[src/rtl/regfile_wb_arbiter.sv]
// regfile_wb_arbiter
//   Shares the register file's single write port between three writeback
//   sources (0 = ALU, 1 = multdiv, 2 = load). One valid request is granted per
//   cycle by round-robin. The winner is registered onto the write port, and a
//   saturating counter records cycles in which some valid request waited.
//
// Optional feature: define WBARB_FWD_EN to add read-address inputs and
//   forwarding outputs that cover the window before the register file writes.
//
// Ports
//   clock            rising-edge clock
//   ctrl_reset       synchronous active-high reset
//   req_valid[2:0]   per-source request
//   req_addr         source i destination at [i*ADDR_W +: ADDR_W]
//   req_data         source i write data at [i*DATA_W +: DATA_W]
//   req_ready[2:0]   one-hot combinational grant
//   ctrl_writeEnable registered write enable (never set for r0)
//   ctrl_writeReg    registered write address
//   data_writeReg    registered write data
//   stall_cnt        saturating count of cycles with an ungranted valid request
//   ctrl_readRegA/B  read addresses               (WBARB_FWD_EN only)
//   fwd_hitA/B       forwarding hit                (WBARB_FWD_EN only)
//   fwd_dataA/B      forwarded data                (WBARB_FWD_EN only)
module regfile_wb_arbiter #(
  parameter int unsigned DATA_W = 32,
  parameter int unsigned ADDR_W = 5,
  parameter int unsigned CNT_W  = 16
) (
  input  logic                  clock,
  input  logic                  ctrl_reset,
  input  logic [2:0]            req_valid,
  input  logic [3*ADDR_W-1:0]   req_addr,
  input  logic [3*DATA_W-1:0]   req_data,
  output logic [2:0]            req_ready,
  output logic                  ctrl_writeEnable,
  output logic [ADDR_W-1:0]     ctrl_writeReg,
  output logic [DATA_W-1:0]     data_writeReg,
  output logic [CNT_W-1:0]      stall_cnt
`ifdef WBARB_FWD_EN
  ,
  input  logic [ADDR_W-1:0]     ctrl_readRegA,
  input  logic [ADDR_W-1:0]     ctrl_readRegB,
  output logic                  fwd_hitA,
  output logic                  fwd_hitB,
  output logic [DATA_W-1:0]     fwd_dataA,
  output logic [DATA_W-1:0]     fwd_dataB
`endif
);

  logic [1:0]        r_last;
  logic              r_wen;
  logic [ADDR_W-1:0] r_waddr;
  logic [DATA_W-1:0] r_wdata;
  logic [CNT_W-1:0]  r_stall_cnt;

  logic [1:0]        w_p0, w_p1, w_p2;
  logic [1:0]        w_gidx;
  logic              w_any;
  logic [2:0]        w_grant;
  logic [ADDR_W-1:0] w_sel_addr;
  logic [DATA_W-1:0] w_sel_data;
  logic              w_stall;

  // Priority order starts one past the last grant and wraps modulo 3.
  always_comb begin
    w_p0 = 2'd0;
    w_p1 = 2'd1;
    w_p2 = 2'd2;
    case (r_last)
      2'd0:    begin w_p0 = 2'd1; w_p1 = 2'd2; w_p2 = 2'd0; end
      2'd1:    begin w_p0 = 2'd2; w_p1 = 2'd0; w_p2 = 2'd1; end
      default: begin w_p0 = 2'd0; w_p1 = 2'd1; w_p2 = 2'd2; end
    endcase
  end

  // Reset masks every request so nothing is accepted while it is asserted.
  always_comb begin
    w_any  = 1'b0;
    w_gidx = 2'd0;
    if (!ctrl_reset) begin
      if (req_valid[w_p0]) begin
        w_any  = 1'b1;
        w_gidx = w_p0;
      end else if (req_valid[w_p1]) begin
        w_any  = 1'b1;
        w_gidx = w_p1;
      end else if (req_valid[w_p2]) begin
        w_any  = 1'b1;
        w_gidx = w_p2;
      end
    end
    w_grant = w_any ? (3'b001 << w_gidx) : 3'b000;
  end

  always_comb begin
    w_sel_addr = req_addr[0 +: ADDR_W];
    w_sel_data = req_data[0 +: DATA_W];
    case (w_gidx)
      2'd1: begin
        w_sel_addr = req_addr[ADDR_W +: ADDR_W];
        w_sel_data = req_data[DATA_W +: DATA_W];
      end
      2'd2: begin
        w_sel_addr = req_addr[2*ADDR_W +: ADDR_W];
        w_sel_data = req_data[2*DATA_W +: DATA_W];
      end
      default: begin
        w_sel_addr = req_addr[0 +: ADDR_W];
        w_sel_data = req_data[0 +: DATA_W];
      end
    endcase
  end

  // Two or more valid requests means at least one is left waiting.
  assign w_stall = (req_valid[0] & req_valid[1]) | (req_valid[0] & req_valid[2]) |
                   (req_valid[1] & req_valid[2]);

  always_ff @(posedge clock) begin
    if (ctrl_reset) begin
      r_last      <= 2'd2;
      r_wen       <= 1'b0;
      r_waddr     <= '0;
      r_wdata     <= '0;
      r_stall_cnt <= '0;
    end else begin
      if (w_any) begin
        r_last  <= w_gidx;
        r_waddr <= w_sel_addr;
        r_wdata <= w_sel_data;
        // r0 writes consume the slot but never reach the register file.
        r_wen   <= (w_sel_addr != '0);
      end else begin
        r_wen <= 1'b0;
      end
      if (w_stall && (r_stall_cnt != '1)) begin
        r_stall_cnt <= r_stall_cnt + {{(CNT_W-1){1'b0}}, 1'b1};
      end
    end
  end

  assign req_ready        = w_grant;
  assign ctrl_writeEnable = r_wen;
  assign ctrl_writeReg    = r_waddr;
  assign data_writeReg    = r_wdata;
  assign stall_cnt        = r_stall_cnt;

`ifdef WBARB_FWD_EN
  assign fwd_hitA  = r_wen & (ctrl_readRegA == r_waddr);
  assign fwd_hitB  = r_wen & (ctrl_readRegB == r_waddr);
  assign fwd_dataA = r_wdata;
  assign fwd_dataB = r_wdata;
`endif

endmodule

[config.mk]
export PLATFORM = sky130hd
export DESIGN_NAME = regfile_wb_arbiter
export DESIGN_NICKNAME = d
export VERILOG_FILES = /design/src/rtl/regfile_wb_arbiter.sv
export SDC_FILE = /design/constraint.sdc
export NUM_CORES = 1
export LEC_CHECK = 0
export CORE_AREA = 3 3 94 96
export CTS_CLUSTER_DIAMETER = 100
export DETAILED_ROUTE_END_ITERATION = 16
export DIE_AREA = 0 0 97 99
export PLACE_DENSITY = 0.78
export RECOVER_POWER = 100
export SYNTH_ARGS = -nofsm -noshare
export SYNTH_HDL_FRONTEND = slang
export SYNTH_SLANG_ARGS = --single-unit
[constraint.sdc]
create_clock -name clock -period 2.8 [get_ports clock]
set_input_delay 0.42 -clock clock [delete_from_list [all_inputs] [get_ports clock]]
set_output_delay 0.42 -clock clock [all_outputs]
set_load 0.1 [all_outputs]
=== After elaboration in Yosys (flattened, before gate mapping) ===
Cells that the tools add are included.

* Bits in registers: 56
* Output and inout bits: 57
* Word-level logic and storage cells: 44

* Add/subtract/negate cells: 1
* Order comparisons: 3
* Eq/ne operators: 4
* Shift-type cells: 1
* Multiplexer cells: 20
* Bitwise operators: 6
* Reduce and logical (&&, ||, !) cells: 4

{| class="wikitable"
|+ Operators by type and width
! operator !! number
|-
| one-hot mux 32 bit (2 select lines) || 1
|-
| adder 16 x 1 -> 16 bit (second input constant) || 1
|-
| != test 16 bit (second input constant) || 1
|-
| one-hot mux 2 bit (2 select lines) || 3
|-
| one-hot mux 5 bit (2 select lines) || 1
|-
| less-than comparator 2 x 3 -> 1 bit (second input constant) || 3
|-
| two-way mux 2 bit || 4
|-
| two-way mux 1 bit || 7
|-
| binary-select mux 1 bit (select 2 bit) || 3
|-
| nonzero test 5 bit || 1
|-
| equality test 2 x 1 -> 1 bit (second input constant) || 2
|-
| bitwise AND 1 bit || 3
|-
| two-way mux 3 bit || 1
|-
| left shift 1 x 2 -> 3 bit (first input constant) || 1
|-
| equality test 2 bit (second input constant) || 1
|-
| logical NOT 2 bit || 1
|-
| OR 1 bit || 2
|-
| OR reduction 2 bit || 1
|-
| logical AND 1 bit || 1
|-
| NOT 1 bit || 1
|}

=== Longest topological paths before layout ===
* Depth in word-level cells: 11
* Depth in mapped cells: 11

=== Worst setup path before layout ===
OpenSTA, ideal clock, no wires.

* Kind: input-to-output
* Start point: in ctrl_reset
* End point: out req_ready[1]
* Arrival: 2.514 ns
* Required time: 2.380 ns
* Slack: -0.134 ns
* Stages: 7
* Path through: clkbuf_1 > clkbuf_1 > nand3b_1 > ha_1 > buf_2 > buf_1 > and2_1

* Cells in the longest elaborated chain, start to end: 3
* Elaborated cells on any way between the ends: 4
* Those cells by class: 1 x shift; 3 x mux

{| class="wikitable"
|+ RTL lines
! element !! RTL line !! text
|-
| start: declaration || 30 || <nowiki>input logic ctrl_reset,</nowiki>
|-
| two-way mux 2 bit || 80 || <nowiki>if (!ctrl_reset) begin</nowiki>
|-
| left shift 1 x 2 -> 3 bit || 92 || <nowiki>w_grant = w_any ? (3'b001 << w_gidx) : 3'b000;</nowiki>
|-
| two-way mux 3 bit (*) || 92 ||
|-
| end: declaration || 34 || <nowiki>output logic [2:0] req_ready,</nowiki>
|}

Mark *: on every way between the ends. The rest lies on a longest branch, timed or not.

=== Worst setup path in the final report ===
* Start point: in req_valid[1]
* End point: out req_ready[2]

* Cells in the longest elaborated chain, start to end: 8
* Elaborated cells on any way between the ends: 16
* Those cells by class: 1 x shift; 15 x mux

{| class="wikitable"
|+ RTL lines
! element !! RTL line !! text
|-
| start: declaration || 31 || <nowiki>input logic [2:0] req_valid,</nowiki>
|-
| binary-select mux 1 bit (select 2 bit) || 87 || <nowiki>end else if (req_valid[w_p2]) begin</nowiki>
|-
| two-way mux 1 bit (implied by the code) || 87 ||
|-
| two-way mux 2 bit || 87 ||
|-
| two-way mux 2 bit || 84 || <nowiki>end else if (req_valid[w_p1]) begin</nowiki>
|-
| two-way mux 2 bit (*) || 81 || <nowiki>if (req_valid[w_p0]) begin</nowiki>
|-
| two-way mux 2 bit (*) || 80 ||
|-
| net w_gidx[1] || 57 || <nowiki>logic [1:0] w_gidx;</nowiki>
|-
| left shift 1 x 2 -> 3 bit (*) || 92 ||
|-
| two-way mux 3 bit (*) || 92 ||
|}

The timed path passes the listed nets; every way through them passes the cells marked *. The select of a mux whose other input is x is not followed.

==> out/metrics.csv <==
metric,value,unit
status,"finished, final reports clean",
peak supply drop,0.256,mV
GRT Resource Usage Total,0.188,
Die H,99,um
fraction of layout cells with a size suffix above 1,0.0706,
register area,1120,um^2
worst-margin pin slew,1.42,ns
grt total ovfl,0,
syn nets,498,
hpwl dp,7350,um
vias per cell,5.25,
drc violations,0,
vias in the first global route,3176,
fmax,367,MHz
clk buf depth,2,
cells after synthesis,378,
routed vias,3376,
Initial Utilization,0.370,
"antenna viol nets, final",0,
clk sink count,56,
Yosys Warn Count,0,
Die Area,9600,um^2
IO buf count,172,
period utilization,0.973,
Netlist cell types,46,
Pleak,1.64,nW
Avg Inst Size Synth,7.97,um^2
number of synthesized flops with an enable pin,0,
Synth Register Bits,56,
first-pass GRT wire length,15100,um
Routed WL per cell,15.0,um
cell breakdown of the critical path,clkdlybuf4s50_1 > or2b_1 > a21o_1 > nand3b_1 > inv_1 > ha_2 > buf_8 > and2_2 > buf_12,
number of I/O pins,173,
Multi-input gate area,1720,um^2
most used flip-flop cell after synthesis,dfxtp_1,
final hold violations,0,
PD cells,511,nW/um^2
largest fanout on the critical path,33,
CTS tree,yes,
sequential area share after synthesis,0.372,
total negative slack,0,ns
final WL,9640,um
TritonRoute pass-1 iters,4,
Critical-path top delay cell,clkdlybuf4s50_1,
Synth area leader,dfxtp_1,
Clock Skews,0.0128,ns
asr flop ratio synth,0,
Startpoint Class,input port,
"Slew Viols, Final",0,
hold crit path type,input port to flip-flop,
Setup Buffers After CTS,0,
core area,8130,um^2
1st-iter DRT viols,101,
Commonest cells post-synth,"87 x nor2_1, 56 x dfxtp_1, 43 x a21oi_1",
Synth area leaders,"dfxtp_1 37%, nor2_1 11%, a22oi_1 9.2%",
Slowest Stage Delay on Critical Path,0.51,ns
crit path capture type,primary output,
Slew HR,0.0545,
largest net degree at the start of global routing,71,
synthesized area,3010,um^2
Synth top area share,0.372,
Num CTS Buffers,5,
arrival time at the worst endpoint,2.31,ns
worst endpoint required time,2.38,ns
WS Path Type,input port to primary output,
initial antenna violation count,0,
Layout Nets,657,
Row Count,33,
min cycle time layout,2.73,ns
clk_lat worst skew,0.31,ns
H-tree depth,2,
final setup fails,0,
Ant. Diodes,0,
Layout area overhead,52.7,%
Fillers,757,
Clock transition at path regs,0.10,ns
RePlAce Congestion,0.855,
top-count cell post-synth,nor2_1,
Hold WS,0.354,ns
MaxCap Viol Count,0,
Clock Tree Root,clkbuf_8,
Die X,97,um
Hold Buf Count CTS,0,
## critical path, delay by kind of cell
kind / cells / cell delay (ns)
adders and majority gates: 1 / 0.21
buffers and inverters: 4 / 0.91
and+or+nand+nor: 3 / 0.57
AOI/OAI and AO/OA: 1 / 0.18
## state kept, by name, indices dropped and copies added (netlist names)
signal	count
stall_cnt	16
data_writeReg	32
ctrl_writeReg	5
r_last	2
ctrl_writeEnable	1
## final timing paths
kind	startpoint	to	slack (ns)	cells past startpoint
setup / recovery	req_valid[1]	req_ready[2]	0.07	9
hold / removal	ctrl_reset	r_last[1]$_SDFFE_PP1P_	0.35	2
setup reg to reg	r_last[0]$_SDFFE_PP0P_	data_writeReg[27]$_SDFFE_PP0P_	0.47	10
hold reg to reg	r_last[0]$_SDFFE_PP0P_	r_last[0]$_SDFFE_PP0P_	0.49	2
## cell families after synthesis
logic type,synth area share
simple gates,0.213
compound gates,0.295
flops,0.372
buf+inv,0.0561
mux,0.0424
fa+ha+maj,0.0212
## repair_timing
action / in CTS / in global routing
pin swaps: 0 / 0
setup endpoints to repair: 1 / 2
resized for setup: 2 / 2
## power breakdown
group          total, mW  internal, mW  switching [mW]  leakage [nW]
Sequential         0.896         0.856          0.0401         0.462
Combinational      0.928         0.281           0.647          1.12
Clock              0.527         0.265           0.262        0.0541
## cell usage in the layout, fill, tap and decap left out, types with 2 or more instances in the layout
master,count
nand3b_1,2
a211oi_1,33
a21oi_1,43
a41oi_1,2
nor2b_1,6
and4_1,2
nor2_1,87
nor4_1,4
clkbuf_1,55
or4_1,3
clkdlybuf4s50_1,114
dfxtp_1,56
o31a_1,2
inv_1,7
and2_2,2
ha_2,3
buf_12,2
a311oi_1,4
clkbuf_4,2
nand3_1,4
nand4_1,5
mux2_2,5
or3_1,3
clkbuf_8,5
a22oi_1,37
nand2_1,6
o21ai_0,3
buf_4,9
mux2i_1,6
nand2b_1,2
## routing by layer
metal | GRT usage | vias to the layer above | routed length [um]
met1 | 0.210 | 1548 | 3690
met2 | 0.353 | 108 | 5160
met5 | 0 | - | 0
met3 | 0.0446 | 14 | 618
li1 | - | 1706 | -
met4 | 0.0540 | 0 | 177
## cell type report
type,count,area share
clock buffers,5,0.0150
repair buffers,185,0.325
clock inverters,3,0.00925
multi-input cells,282,0.373
well taps,105,0.0286
flip-flops and latches,56,0.244
inverters,7,0.00571
## stage by stage
stage	util	setup slack [ns]	power [mW]	cell area [um^2]	std cells
2_1_floorplan	-	0.138	1.57	3020	378
3_3_place_gp	0.581	-0.0424	1.89	4720	635
3_5_place_dp	0.581	-0.127	1.90	4720	635
4_1_cts	0.595	0.000623	2.43	4840	643
5_1_grt	0.566	-0.0161	2.45	4600	643
6_report	0.566	0.0746	2.35	4600	643
Note: power is estimated with default switching activity, not from simulation.
